--- config.mk ---
export PLATFORM = sky130hd
export DESIGN_NAME = mem_traffic_gen
export DESIGN_NICKNAME = d
export VERILOG_FILES = /design/src/rtl/mem_traffic_pkg.sv /design/src/rtl/mem_bus_cmp.sv /design/src/rtl/mem_traffic_gen.sv
export SDC_FILE = /design/constraint.sdc
export NUM_CORES = 1
export LEC_CHECK = 0
export BUFFER_PORTS_ARGS = -buffer_cell sky130_fd_sc_hd__buf_2
export CORE_UTILIZATION = 45
export CTS_CLUSTER_DIAMETER = 120
export DETAILED_ROUTE_END_ITERATION = 6
export MAX_ROUTING_LAYER = met4
export PLACE_DENSITY = 0.73
export SLEW_MARGIN = 20
export SYNTH_ARGS = -nofsm -noshare
export SYNTH_HDL_FRONTEND = slang
export SYNTH_HIERARCHICAL = 1
export SYNTH_SLANG_ARGS = --single-unit
export TNS_END_PERCENT = 10
--- constraint.sdc ---
create_clock -name clk -period 6.2 [get_ports clk]
set_input_delay 1.24 -clock clk [delete_from_list [all_inputs] [get_ports clk]]
set_output_delay 1.24 -clock clk [all_outputs]
set_load 0.01 [all_outputs]
--- src/rtl/mem_traffic_pkg.sv ---
// Shared types and helpers for the memory traffic generator: FSM encoding,
// Galois LFSR tap masks and a saturating increment.
package mem_traffic_pkg;

  typedef enum logic [1:0] {
    S_IDLE  = 2'd0,
    S_WRITE = 2'd1,
    S_READ  = 2'd2,
    S_DONE  = 2'd3
  } state_t;

  // Right-shift Galois masks: x^32+x^22+x^2+x+1 and x^64+x^63+x^61+x^60+1
  localparam logic [31:0] LFSR_TAPS_32 = 32'h8020_0003;
  localparam logic [63:0] LFSR_TAPS_64 = 64'hD800_0000_0000_0000;

  localparam int SAT_W = 64;

  // Increment a w-bit counter carried in a SAT_W-bit container, sticking at all ones.
  function automatic logic [SAT_W-1:0] sat_inc(input logic [SAT_W-1:0] v, input int unsigned w);
    logic [SAT_W-1:0] lim;
    lim = (w >= SAT_W) ? '1 : ((64'd1 << w) - 64'd1);
    return (v >= lim) ? v : v + 64'd1;
  endfunction

  function automatic logic [63:0] lfsr_taps(input int unsigned w);
    return (w == 64) ? LFSR_TAPS_64 : 64'(LFSR_TAPS_32);
  endfunction

endpackage

--- src/rtl/mem_bus_cmp.sv ---
// Cycle-by-cycle comparison of two cache output buses with saturating
// mismatch statistics, cleared when a new run starts.
module mem_bus_cmp
  import mem_traffic_pkg::*;
#(
  parameter int ADDR_W = 32,
  parameter int DATA_W = 32,
  parameter int STRB_W = DATA_W / 8,
  parameter int CNT_W  = 16
) (
  input  logic              clk,
  input  logic              rst,
  input  logic              i_clear,
  input  logic              i_active,
  input  logic [CNT_W-1:0]  i_cycle,
  input  logic              i_a_valid,
  input  logic              i_b_valid,
  input  logic              i_a_ready,
  input  logic              i_b_ready,
  input  logic [ADDR_W-1:0] i_a_addr,
  input  logic [ADDR_W-1:0] i_b_addr,
  input  logic [STRB_W-1:0] i_a_wstrb,
  input  logic [STRB_W-1:0] i_b_wstrb,
  input  logic [DATA_W-1:0] i_a_wdata,
  input  logic [DATA_W-1:0] i_b_wdata,
  input  logic [DATA_W-1:0] i_a_rdata,
  input  logic [DATA_W-1:0] i_b_rdata,
  output logic [CNT_W-1:0]  o_mismatch_cnt,
  output logic [CNT_W-1:0]  o_first_mm_cycle,
  output logic              o_mm_seen
);

  logic w_differ;
  logic w_mismatch;
  logic [CNT_W-1:0] r_cnt;
  logic [CNT_W-1:0] r_first;
  logic             r_seen;

  assign w_differ = (i_a_valid != i_b_valid) | (i_a_ready != i_b_ready) |
                    (i_a_addr  != i_b_addr)  | (i_a_wstrb != i_b_wstrb) |
                    (i_a_wdata != i_b_wdata) | (i_a_rdata != i_b_rdata);

  // Idle buses (neither side valid) are never a mismatch, whatever the other fields hold.
  assign w_mismatch = i_active & (i_a_valid | i_b_valid) & w_differ;

  always_ff @(posedge clk or posedge rst) begin
    if (rst) begin
      r_cnt   <= '0;
      r_first <= '0;
      r_seen  <= 1'b0;
    end else if (i_clear) begin
      r_cnt   <= '0;
      r_first <= '0;
      r_seen  <= 1'b0;
    end else if (w_mismatch) begin
      r_cnt <= CNT_W'(sat_inc(64'(r_cnt), CNT_W));
      if (!r_seen) begin
        r_seen  <= 1'b1;
        r_first <= i_cycle;
      end
    end
  end

  assign o_mismatch_cnt   = r_cnt;
  assign o_first_mm_cycle = r_first;
  assign o_mm_seen        = r_seen;

endmodule

--- src/rtl/mem_traffic_gen.sv ---
// Alternating write/read traffic generator for a valid/ready memory bus plus a
// dual-bus checker. Define MEM_TRAFFIC_LFSR_EN for LFSR data instead of a ramp.
module mem_traffic_gen
  import mem_traffic_pkg::*;
#(
  parameter int ADDR_W      = 32,
  parameter int DATA_W      = 32,
  parameter int STRB_W      = DATA_W / 8,
  parameter int PHASE_LEN   = 500,
  parameter int NUM_ROUNDS  = 6,
  parameter int ADDR_STRIDE = 4,
  parameter int DATA_STEP   = 3,
  parameter int CNT_W       = 16
) (
  input  logic              clk,
  input  logic              reset,
  input  logic              start,
  input  logic [ADDR_W-1:0] addr_base,
  input  logic [ADDR_W-1:0] addr_mask,
  input  logic              mem_ready,
  output logic              mem_valid,
  output logic [ADDR_W-1:0] mem_addr,
  output logic [STRB_W-1:0] mem_wstrb,
  output logic [DATA_W-1:0] mem_wdata,
  output logic [DATA_W-1:0] mem_rdata,
  input  logic              cmp_a_valid,
  input  logic              cmp_b_valid,
  input  logic              cmp_a_ready,
  input  logic              cmp_b_ready,
  input  logic [ADDR_W-1:0] cmp_a_addr,
  input  logic [ADDR_W-1:0] cmp_b_addr,
  input  logic [STRB_W-1:0] cmp_a_wstrb,
  input  logic [STRB_W-1:0] cmp_b_wstrb,
  input  logic [DATA_W-1:0] cmp_a_wdata,
  input  logic [DATA_W-1:0] cmp_b_wdata,
  input  logic [DATA_W-1:0] cmp_a_rdata,
  input  logic [DATA_W-1:0] cmp_b_rdata,
  output logic              busy,
  output logic              done,
  output logic [CNT_W-1:0]  mismatch_cnt,
  output logic [CNT_W-1:0]  first_mm_cycle,
  output logic              mm_seen,
  output logic [1:0]        dbg_state
);

  // Handshake: a beat transfers on any rising edge where mem_valid & mem_ready;
  // until then addr/wstrb/wdata/rdata are held, and mem_valid never drops mid-run.
  localparam int BEAT_W  = $clog2(PHASE_LEN + 1);
  localparam int ROUND_W = $clog2(NUM_ROUNDS + 1);

  state_t              r_state, w_next;
  logic [ADDR_W-1:0]   r_base, r_mask, r_offset;
  logic [BEAT_W-1:0]   r_beat;
  logic [ROUND_W-1:0]  r_round;
  logic [DATA_W-1:0]   r_data, w_data_next, w_rdata;
  logic [CNT_W-1:0]    r_cycle;
  logic w_busy, w_start, w_accept, w_last_beat, w_last_round;

  assign w_busy       = (r_state == S_WRITE) || (r_state == S_READ);
  assign w_start      = (r_state == S_IDLE) && start;
  assign w_accept     = w_busy && mem_ready;
  assign w_last_beat  = (r_beat == BEAT_W'(PHASE_LEN - 1));
  assign w_last_round = (r_round == ROUND_W'(NUM_ROUNDS - 1));

`ifdef MEM_TRAFFIC_LFSR_EN
  localparam logic [DATA_W-1:0] SEED = DATA_W'(1);
  localparam logic [DATA_W-1:0] TAPS = DATA_W'(lfsr_taps(DATA_W));
  assign w_data_next = (r_data >> 1) ^ (r_data[0] ? TAPS : '0);
  assign w_rdata     = {<<{r_data}};
`else
  localparam logic [DATA_W-1:0] SEED = '0;
  assign w_data_next = r_data + DATA_W'(DATA_STEP);
  assign w_rdata     = r_data;
`endif

  always_ff @(posedge clk or posedge reset) begin
    if (reset) r_state <= S_IDLE;
    else       r_state <= w_next;
  end

  always_comb begin
    w_next = r_state;
    case (r_state)
      S_IDLE:  if (start) w_next = S_WRITE;
      S_WRITE: if (w_accept && w_last_beat) w_next = S_READ;
      S_READ:  if (w_accept && w_last_beat) w_next = w_last_round ? S_DONE : S_WRITE;
      S_DONE:  w_next = S_IDLE;
      default: w_next = S_IDLE;
    endcase
  end

  always_ff @(posedge clk or posedge reset) begin
    if (reset) begin
      r_base   <= '0;
      r_mask   <= '0;
      r_offset <= '0;
      r_beat   <= '0;
      r_round  <= '0;
      r_data   <= '0;
      r_cycle  <= '0;
    end else if (w_start) begin
      r_base   <= addr_base;
      r_mask   <= addr_mask;
      r_offset <= '0;
      r_beat   <= '0;
      r_round  <= '0;
      r_data   <= SEED;
      r_cycle  <= '0;
    end else if (w_busy) begin
      r_cycle <= CNT_W'(sat_inc(64'(r_cycle), CNT_W));
      if (w_accept) begin
        r_offset <= r_offset + ADDR_W'(ADDR_STRIDE);
        r_data   <= w_data_next;
        r_beat   <= w_last_beat ? '0 : r_beat + 1'b1;
        if (r_state == S_READ && w_last_beat) r_round <= r_round + 1'b1;
      end
    end
  end

  assign mem_valid = w_busy;
  assign mem_addr  = w_busy ? r_base + (r_offset & r_mask) : '0;
  assign mem_wstrb = (r_state == S_WRITE) ? '1 : '0;
  assign mem_wdata = w_busy ? r_data : '0;
  assign mem_rdata = w_busy ? w_rdata : '0;
  assign busy      = w_busy;
  assign done      = (r_state == S_DONE);
  assign dbg_state = r_state;

  mem_bus_cmp #(
    .ADDR_W(ADDR_W), .DATA_W(DATA_W), .STRB_W(STRB_W), .CNT_W(CNT_W)
  ) u_cmp (
    .clk              (clk),
    .rst              (reset),
    .i_clear          (w_start),
    .i_active         (w_busy),
    .i_cycle          (r_cycle),
    .i_a_valid        (cmp_a_valid),
    .i_b_valid        (cmp_b_valid),
    .i_a_ready        (cmp_a_ready),
    .i_b_ready        (cmp_b_ready),
    .i_a_addr         (cmp_a_addr),
    .i_b_addr         (cmp_b_addr),
    .i_a_wstrb        (cmp_a_wstrb),
    .i_b_wstrb        (cmp_b_wstrb),
    .i_a_wdata        (cmp_a_wdata),
    .i_b_wdata        (cmp_b_wdata),
    .i_a_rdata        (cmp_a_rdata),
    .i_b_rdata        (cmp_b_rdata),
    .o_mismatch_cnt   (mismatch_cnt),
    .o_first_mm_cycle (first_mm_cycle),
    .o_mm_seen        (mm_seen)
  );

endmodule

; ---- Word level (Yosys, flattened, before mapping)
; Index checks and enable logic that the tools add are counted.
[totals]
latchBits = 0
regBits = 191
rom_bits = 0
memories = 0
ram_bits = 0
word_cells = 95
output_inout_bits = 138
[op_classes]
n_lt_le_gt_ge = 2
multipliers = 0
div = 0
n_addsub = 7
bitwise = 9
n_eq_ne = 17
shifts = 0
n_reduce_logical = 16
muxes = 33
[op_table]
columns = cell, n
row1 = 2-to-1 mux 32 bit, 8
row2 = 2-to-1 mux 16 bit, 9
row3 = inequality test 32 bit, 3
row4 = 2-to-1 mux 9 bit, 4
row5 = adder 16 x 1 -> 16 bit (second input constant), 2
row6 = adder 32 x 2 -> 32 bit (second input constant), 1
row7 = adder 32 x 3 -> 32 bit (second input constant), 1
row8 = adder 32 bit, 1
row9 = bitwise AND 32 bit, 1
row10 = greater-or-equal comparator 16 bit (second input constant), 2
row11 = 2-to-1 mux 3 bit, 4
row12 = inequality test 2 x 1 -> 1 bit (second input constant), 5
row13 = adder 9 x 1 -> 9 bit (second input constant), 1
row14 = == test 9 bit (second input constant), 1
row15 = 2-to-1 mux 2 bit, 4
row16 = case mux 2 bit (4 select lines), 1
row17 = AND reduction 2 bit, 4
row18 = nonzero test 2 bit, 4
row19 = bitwise OR 1 bit, 6
row20 = AND reduction 3 bit, 2
row21 = == test 2 bit (second input constant), 2
row22 = logical AND 1 bit, 4
row23 = 2-to-1 mux 4 bit, 1
row24 = inequality test 4 bit, 1
row25 = other kinds (9), 12

; ---- Depth between registers and ports, before layout
; Gate-level depths: netlist of run 1.
[logic_depth]
depth_word = 9
ltp_mapped = 11

; ---- By module
; The synthesis of run 1 kept the hierarchy.
[modules_own_cells]
columns = module, cells_per_inst, seq_area_each_um2, area_per_inst_um2, n_inst
row1 = mem_traffic_gen, 1114, 3853.7, 9291.4, 1
row2 = mem_bus_cmp, 314, 825.8, 2825.2, 1

; ---- Worst setup path after synthesis of run 1
; Ideal clock, no wire load.
[synth_timing]
path_type = flip-flop to output port
startpoint = register r_offset[4]
endpoint = output mem_addr[31]
path_slack_ns = 2.411
t_arrival_ns = 2.549
t_required_ns = 4.960
stages_incl_launch_ff = 11
cell_sequence = dfrtp_1 and2_1 ha_1 a21oi_1 o21a_1 o211a_1 nor3_1 nor3_1 o21ai_1 a221oi_1 mux2i_1
[synth_between]
elab_chain_len = 3
[synth_lines]
columns = item, line
row1 = from (decl), mem_traffic_gen.sv:52  ; logic [ADDR_W-1:0] r_base, r_mask, r_offset;
row2 = from (signal assigned), mem_traffic_gen.sv:112  ; r_offset <= r_offset + ADDR_W'(ADDR_STRIDE);
row3 = bitwise AND 32 bit, mem_traffic_gen.sv:121  ; assign mem_addr = w_busy ? r_base + (r_offset & r_mask) : '0;
row4 = adder 32 bit, mem_traffic_gen.sv:121
row5 = 2-to-1 mux 32 bit, mem_traffic_gen.sv:121
row6 = to (decl), mem_traffic_gen.sv:22  ; output logic [ADDR_W-1:0] mem_addr,
; No other way between the ends.

; ---- Worst setup path in the final report of run 1
; Same ends and word-level chain as after synthesis.

==> impl_metrics.yaml, run 1 <==
synth:
  synth-compound-area-share_pct: 11.7
  synth-xor-area-share_pct: 11.1
  ys_seq_elements: 187
  ys_seq_area_share_pct: 38.6
  yosysUniqueCellTypes: 64
  async_reset_ff_share_pct: 100
  ys.flop_type: "dfrtp_1"
  synthesis.nets: 1744
  synth_mux_area_share_pct: 0.785
  synth-edff-count: 0
  syn_avg_cell_area_sq_um: 8.49
  syn_inst: 1428
  ys.warnings.count: 6
  synth-simple-area-share_pct: 28.3
  syn_area_sq_um: 12100
  synth_adder_area_share_pct: 4.54
  synth_top_family_by_area: "simple AND/OR/NAND/NOR gates"
finish:
  finalCoreUtilization_pct: 56.3
  syn_to_final_growth_pct: 21.7
  nNetsFinal: 2093
  multiInputGateArea_sq_um: 6840
  register_area_sq_um: 4680
  drive_above_1_share_pct: 26.0
  fillers: 2428
place:
  gp_congestion: 0.940
  io_buffers: 407
  place_hpwl_mm: 26.4
global_routing:
  grt_usage_pct: 25.4
  grt_overflow: 0
  grt_pass1_vias: 10622
  grt_first_pass_wirelength_mm: 54.1
  antenna_found_initial: 2
  grt_max_degree: 144
clock_network:
  cts-buffers-inserted: 17
  cts.sinks: 187
  clk_pin_slew_ns: 0.07
  cts_tree: "built"
  postCtsSetupRepairBufs: 0
  worstSkewPairLatency_ns: 0.43
  cts_resized: 0
  clk_path_buf_depth: 2
  cts_root_buf: "clkbuf_16"
  htree_levels: 4
  postCtsHoldBufs: 0
floorplanning:
  die_h_um: 166
  start_util_pct: 46.2
  io-pin-count: 410
  rows: 59
  dieArea_sq_um: 27600
  core-area_sq_um: 26200
  die_x_um: 166
routing:
  drc: 14
  vias: 11260
  drt-vias-per-instance: 5.30
  wire_per_inst_um: 16.2
  first_pass_iters: 7
  dr.first_iter.drc_count: 801
  drt-total-wl_mm: 34.5
  final_antenna_net_count: 0
timing:
  worst_slew_pin_slew_ns: 0.922
  hold_viol: 0
  skew_ns: 0.0127
  slew_violations: 0
  timing.final.crit_period_ns: 4.86
  fmax_ghz: 0.206
  setup_tns_ns: 0
  holdWs_ns: 0.469
  finalCritPeriodShare_pct: 78.4
  grt_setup_unrepaired: "false"
  setup_viol: 0
  timing.slew.headroom_pct: 38.3
pwr:
  net-switching-power_mw: 0.976
  power_mw: 3.11
  p_leak_nw: 7.78
  p_per_area_nw_per_um2: 211
  intPower_mw: 2.14
  clkPwrFrac_pct: 34.1
  peakVddDrop_v: 0.000180
  pwr-share-seq_pct: 46.1
  share_comb_of_total_power_pct: 19.8
  p_sw_share_pct: 31.3
status:
  violations: "design-rule violations"
  status: "finished, violations left"
worst_setup_path:
  path_class: "flip-flop to primary output"
  crit_path_cell_trace: "and2_1, ha_1, a21oi_1, o21a_1, o211a_1, nor3_1, nor3_1, o21ai_1, a221oi_1, mux2i_1, buf_2"
  crit_path_end_kind: "primary output"
  required_ns: 4.96
  cpMaxStageDelayCell: "a221oi_1"
  slowest_delay_ns: 0.44
  cp.arrival_ns: 3.62
  critPathMaxFanout: 5
  start_kind: "flip-flop"
  crit_top_cell: "nor3_1"
run:
  cap_violations: 0
worst_hold_path:
  hold_path_class: "flip-flop to flip-flop"
## state kept, by name, indices dropped and copies added, names as in the netlist
signal	count
u_cmp/o_first_mm_cycle	16
dbg_state	2
r_data	32
r_round	3
r_base	32
r_mask	30
u_cmp/o_mismatch_cnt	16
r_cycle	16
u_cmp/o_mm_seen	1
r_offset	30
r_beat	9
## through the flow
| step | cells | setup WS (ns) | instance area (sq um) |
|---|---|---|---|
| 2_1_floorplan | 1428 | 0.810 | 12100 |
| 3_3_place_gp | 2093 | 1.85 | 14200 |
| 3_5_place_dp | 2093 | 1.82 | 14200 |
| 4_1_cts | 2125 | 1.27 | 14700 |
| 5_1_grt | 2126 | 1.14 | 14700 |
| 6_report | 2126 | 1.34 | 14700 |
## critical path: cells and delay by family (launching register included)
kind | cells | cell delay (ns)
AND/OR/NAND/NOR | 3 | 0.67
multiplexers | 1 | 0.23
flip-flops | 1 | 0.43
AO/OA/AOI/OAI | 5 | 1.38
adder cells (fa/ha/maj) | 1 | 0.32
buffers and inverters | 1 | 0.17
## per-layer routing
layer | routed length (um) | track usage [%]
met1 | 15200 | 32.4
met2 | 16500 | 40.6
met3 | 2030 | 4.98
met4 | 765 | 7.68
met5 | 0 | -
## logic make-up (layout without fill, tap and decap cells)
family,after synthesis,in the layout
XOR/XNOR,153,153
adder cells (fa/ha/maj),44,44
buffers and inverters,120,482
other,1,2
AO/OA/AOI/OAI,218,218
AND/OR/NAND/NOR,696,696
multiplexers,9,9
flip-flops,187,187
## final cells by class
cell class	count	share of cell area [%]
Timing Repair Buffer	413	14.2
Inverter	37	0.993
Clock buffer	18	2.98
Antenna cell	1	0.0170
Tap cell	335	2.84
Sequential cell	187	31.7
Multi-Input combinational cell	1121	46.4
Clock inverter	14	0.840
## Yosys cell counts, types with 15 or more instances
cell        n  area share [%]
a21o_1     15            0.93
a21oi_1    68             2.8
a22o_1     16             1.2
and2_1     97             5.0
and3_1     20             1.0
buf_4      37             2.3
clkbuf_1   41             1.3
dfrtp_1   187              39
ha_1       44             4.5
inv_1      36             1.1
nand2_1   275             8.5
nand2b_1   17            0.88
nand3_1    29             1.2
nand4_1    48             2.5
nor2_1    103             3.2
nor2b_1    27             1.4
o21ai_0    46             1.9
or3_1      31             1.6
xnor2_1   101             7.3
xor2_1     52             3.8
## placed cells by master, fill, tap and decap left out, types with 9 or more instances in the layout
| cell | n |
|---|---|
| buf_2 | 407 |
| nand2_1 | 274 |
| dfrtp_1 | 187 |
| nor2_1 | 103 |
| xnor2_1 | 101 |
| and2_1 | 97 |
| a21oi_1 | 68 |
| xor2_1 | 52 |
| nand4_1 | 48 |
| o21ai_0 | 46 |
| ha_1 | 43 |
| inv_1 | 35 |
| or3_1 | 31 |
| nand3_1 | 29 |
| nor2b_1 | 27 |
| and3_1 | 20 |
| nand2b_1 | 17 |
| clkbuf_16 | 17 |
| a22o_1 | 16 |
| a21o_1 | 15 |
| nor4_1 | 12 |
| and4_1 | 10 |
| a31oi_1 | 10 |
| nor3_1 | 9 |
## power by group through the flow
stage / clock network, mW / registers (mW) / logic, mW
floorplan: 0 / 1.43 / 0.369
global placement: 0 / 1.45 / 0.602
global route: 1.13 / 1.45 / 0.679
CTS: 1.09 / 1.43 / 0.621
finish: 1.06 / 1.43 / 0.618
detailed placement: 0 / 1.45 / 0.617
## final timing paths
check	start	to	slack [ns]	cells past startpoint
worst max-delay path	r_offset[4]	mem_addr[31]	1.34	11
worst min-delay path	r_mask[17]	r_mask[17]	0.47	2
worst max register to register	dbg_state[1]	r_offset[31]	2.54	9
worst min register to register	r_mask[17]	r_mask[17]	0.47	2
max in group asynchronous	reset	r_mask[13]	3.89	3
min in group asynchronous	reset	u_cmp/o_first_mm_cycle[1]	0.93	2
No activity file was read; power rests on OpenSTA's default activity.
==> run 2: changes to the inputs <==
PLACE_DENSITY = 0.76   (was 0.73)
clock period = 3.9 ns   (was 6.2 ns; I/O delays follow)
==> run 2 against run 1 <==
Net effect: the run still ends with design-rule violations left; highest routed layer unchanged; non-clock buffer count is 23 higher; global-route usage is 0.74 points higher; clock skew barely moved; cell area up 3.2%; critical path type unchanged; power rose by 60%; worst hold slack about the same; combinational power increased by 72%; flip-flop and latch count stayed put.
==> impl_metrics.yaml, run 2 (synthesized netlist as in run 1, its figures left out) <==
finish:
  top_regs: "r_base (32), r_data (32)"
  multiInputGateArea_sq_um: 7140
  syn_to_final_growth_pct: 25.6
  final_common_cell: "buf_2"
  drive_above_1_share_pct: 29.2
  finish.instance_area_sq_um: 15200
  register_area_sq_um: 4680
  most-common-layout-cells: "buf_2, nand2_1, dfrtp_1"
  fillers: 2307
  nNetsFinal: 2116
  finalNonFillerCells: 2150
  finalCoreUtilization_pct: 58.1
clock_network:
  worstSkewPairLatency_ns: 0.43
  postCtsHoldBufs: 0
  htree_levels: 4
  cts-buffers-inserted: 17
  cts.sinks: 187
  clk_path_buf_depth: 2
  cts_tree: "built"
  clk_pin_slew_ns: 0.08
  cts_root_buf: "clkbuf_16"
timing:
  skew_ns: 0.0128
  timing.final.crit_period_ns: 3.85
  setup_tns_ns: 0
  hold_viol: 0
  fmax_ghz: 0.260
  setup_viol: 0
  holdWs_ns: 0.469
  finalCritPeriodShare_pct: 98.7
  grt_setup_unrepaired: "true"
  timing.slew.headroom_pct: 40.9
  slew_violations: 0
  worst_slew_pin_slew_ns: 0.885
floorplanning:
  io-pin-count: 410
  rows: 59
  dieArea_sq_um: 27600
  die_h_um: 166
  die_x_um: 166
  start_util_pct: 46.2
  core-area_sq_um: 26200
place:
  place_hpwl_mm: 27.6
  placed_cell_area_sq_um: 14300
  gp_congestion: 1.02
  io_buffers: 407
  dpl.cell_count: 2105
global_routing:
  grt_pass1_vias: 10871
  grt_usage_pct: 26.1
  grt_max_degree: 129
  grt_first_pass_wirelength_mm: 55.6
  antenna_found_initial: 2
  grt_overflow: 0
worst_setup_path:
  cp.arrival_ns: 3.07
  start_kind: "flip-flop"
  required_ns: 3.12
  path_class: "flip-flop to primary output"
  critPathMaxFanout: 5
  crit_path_end_kind: "primary output"
status:
  status: "finished, violations left"
  violations: "design-rule violations"
pwr:
  peakVddDrop_v: 0.000304
  p_per_area_nw_per_um2: 328
  p_leak_nw: 7.84
routing:
  vias: 11515
  first_pass_iters: 7
  drt-vias-per-instance: 5.36
  final_antenna_net_count: 0
  drc: 15
  drt-total-wl_mm: 36.1
  dr.first_iter.drc_count: 743
  wire_per_inst_um: 16.8
worst_hold_path:
  hold_path_class: "primary input to asynchronous set/reset pin"
run:
  cap_violations: 0
-- run 2: changes by cell type in the layout (fill, tap and decap cells not counted), sizes merged --
cell,previous run,this run
inv,45,44
clkinvlp,1,2
diode,1,2
buf,413,436
-- run 2: timing repair --
action	4_1_cts	5_1_grt
pin swaps	6	16
buffers inserted	3	8
hold endpoints to repair	0	0
gates resized for setup	13	37
endpoints found under the setup margin	7	14
-- run 2: path summary, 6_finish.rpt --
check                                   from  slack (ns)                        to  cells past startpoint
worst max-delay path             r_offset[9]        0.05              mem_addr[26]                     11
worst min register to register     r_mask[6]        0.47                 r_mask[6]                      2
worst max register to register  dbg_state[1]        0.90   u_cmp/o_mismatch_cnt[5]                      7
worst min-delay path                   reset        0.47  u_cmp/o_mismatch_cnt[10]                      3
min in group clk                   r_mask[6]        0.47                 r_mask[6]                      2
max in group asynchronous              reset        2.56                r_base[14]                      3
-- run 2: layout make-up --
type	instances	area share, %
diodes	2	0.0329
multi-input cells	1121	46.9
flip-flops and latches	187	30.8
inverters	37	0.953
clock inverters	14	0.822
repair buffers	436	15.0
clock buffers	18	2.82
well taps	335	2.75
-- run 2: layer usage --
layer  wire length [um]  vias up  track usage (%)
li1                   -     5591                -
met2              17700      423             42.8
met1              15000     5442             32.2
met5                  0        -                -
met4                968        0             8.33
met3               2490       59             5.39
-- run 2: worst max-delay path: stages, from the launching register on --
cell	delay, ns
dfrtp_1	0.39
and2_4	0.17
ha_4	0.23
and3_1	0.22
a22oi_2	0.17
nand2_1	0.10
o211ai_1	0.30
a21oi_2	0.12
o31a_1	0.33
a31oi_1	0.23
mux2i_1	0.22
buf_2	0.16
-- run 2: through the flow --
step                      total power, mW  worst slack [ns]
final                                4.99            0.0512
after global routing                 5.24           -0.0955
after CTS                            5.02           -0.0228
after detailed placement             3.33             0.125
after global placement               3.29             0.183
after floorplan                      2.87             0.571
-- run 2: power breakdown --
group / leakage [nW] / total [mW] / internal [mW] / switching (mW)
Sequential: 2.51 / 2.25 / 2.09 / 0.166
Combinational: 5.06 / 1.06 / 0.488 / 0.571
Clock: 0.272 / 1.68 / 0.844 / 0.839
Total: 7.84 / 4.99 / 3.42 / 1.58
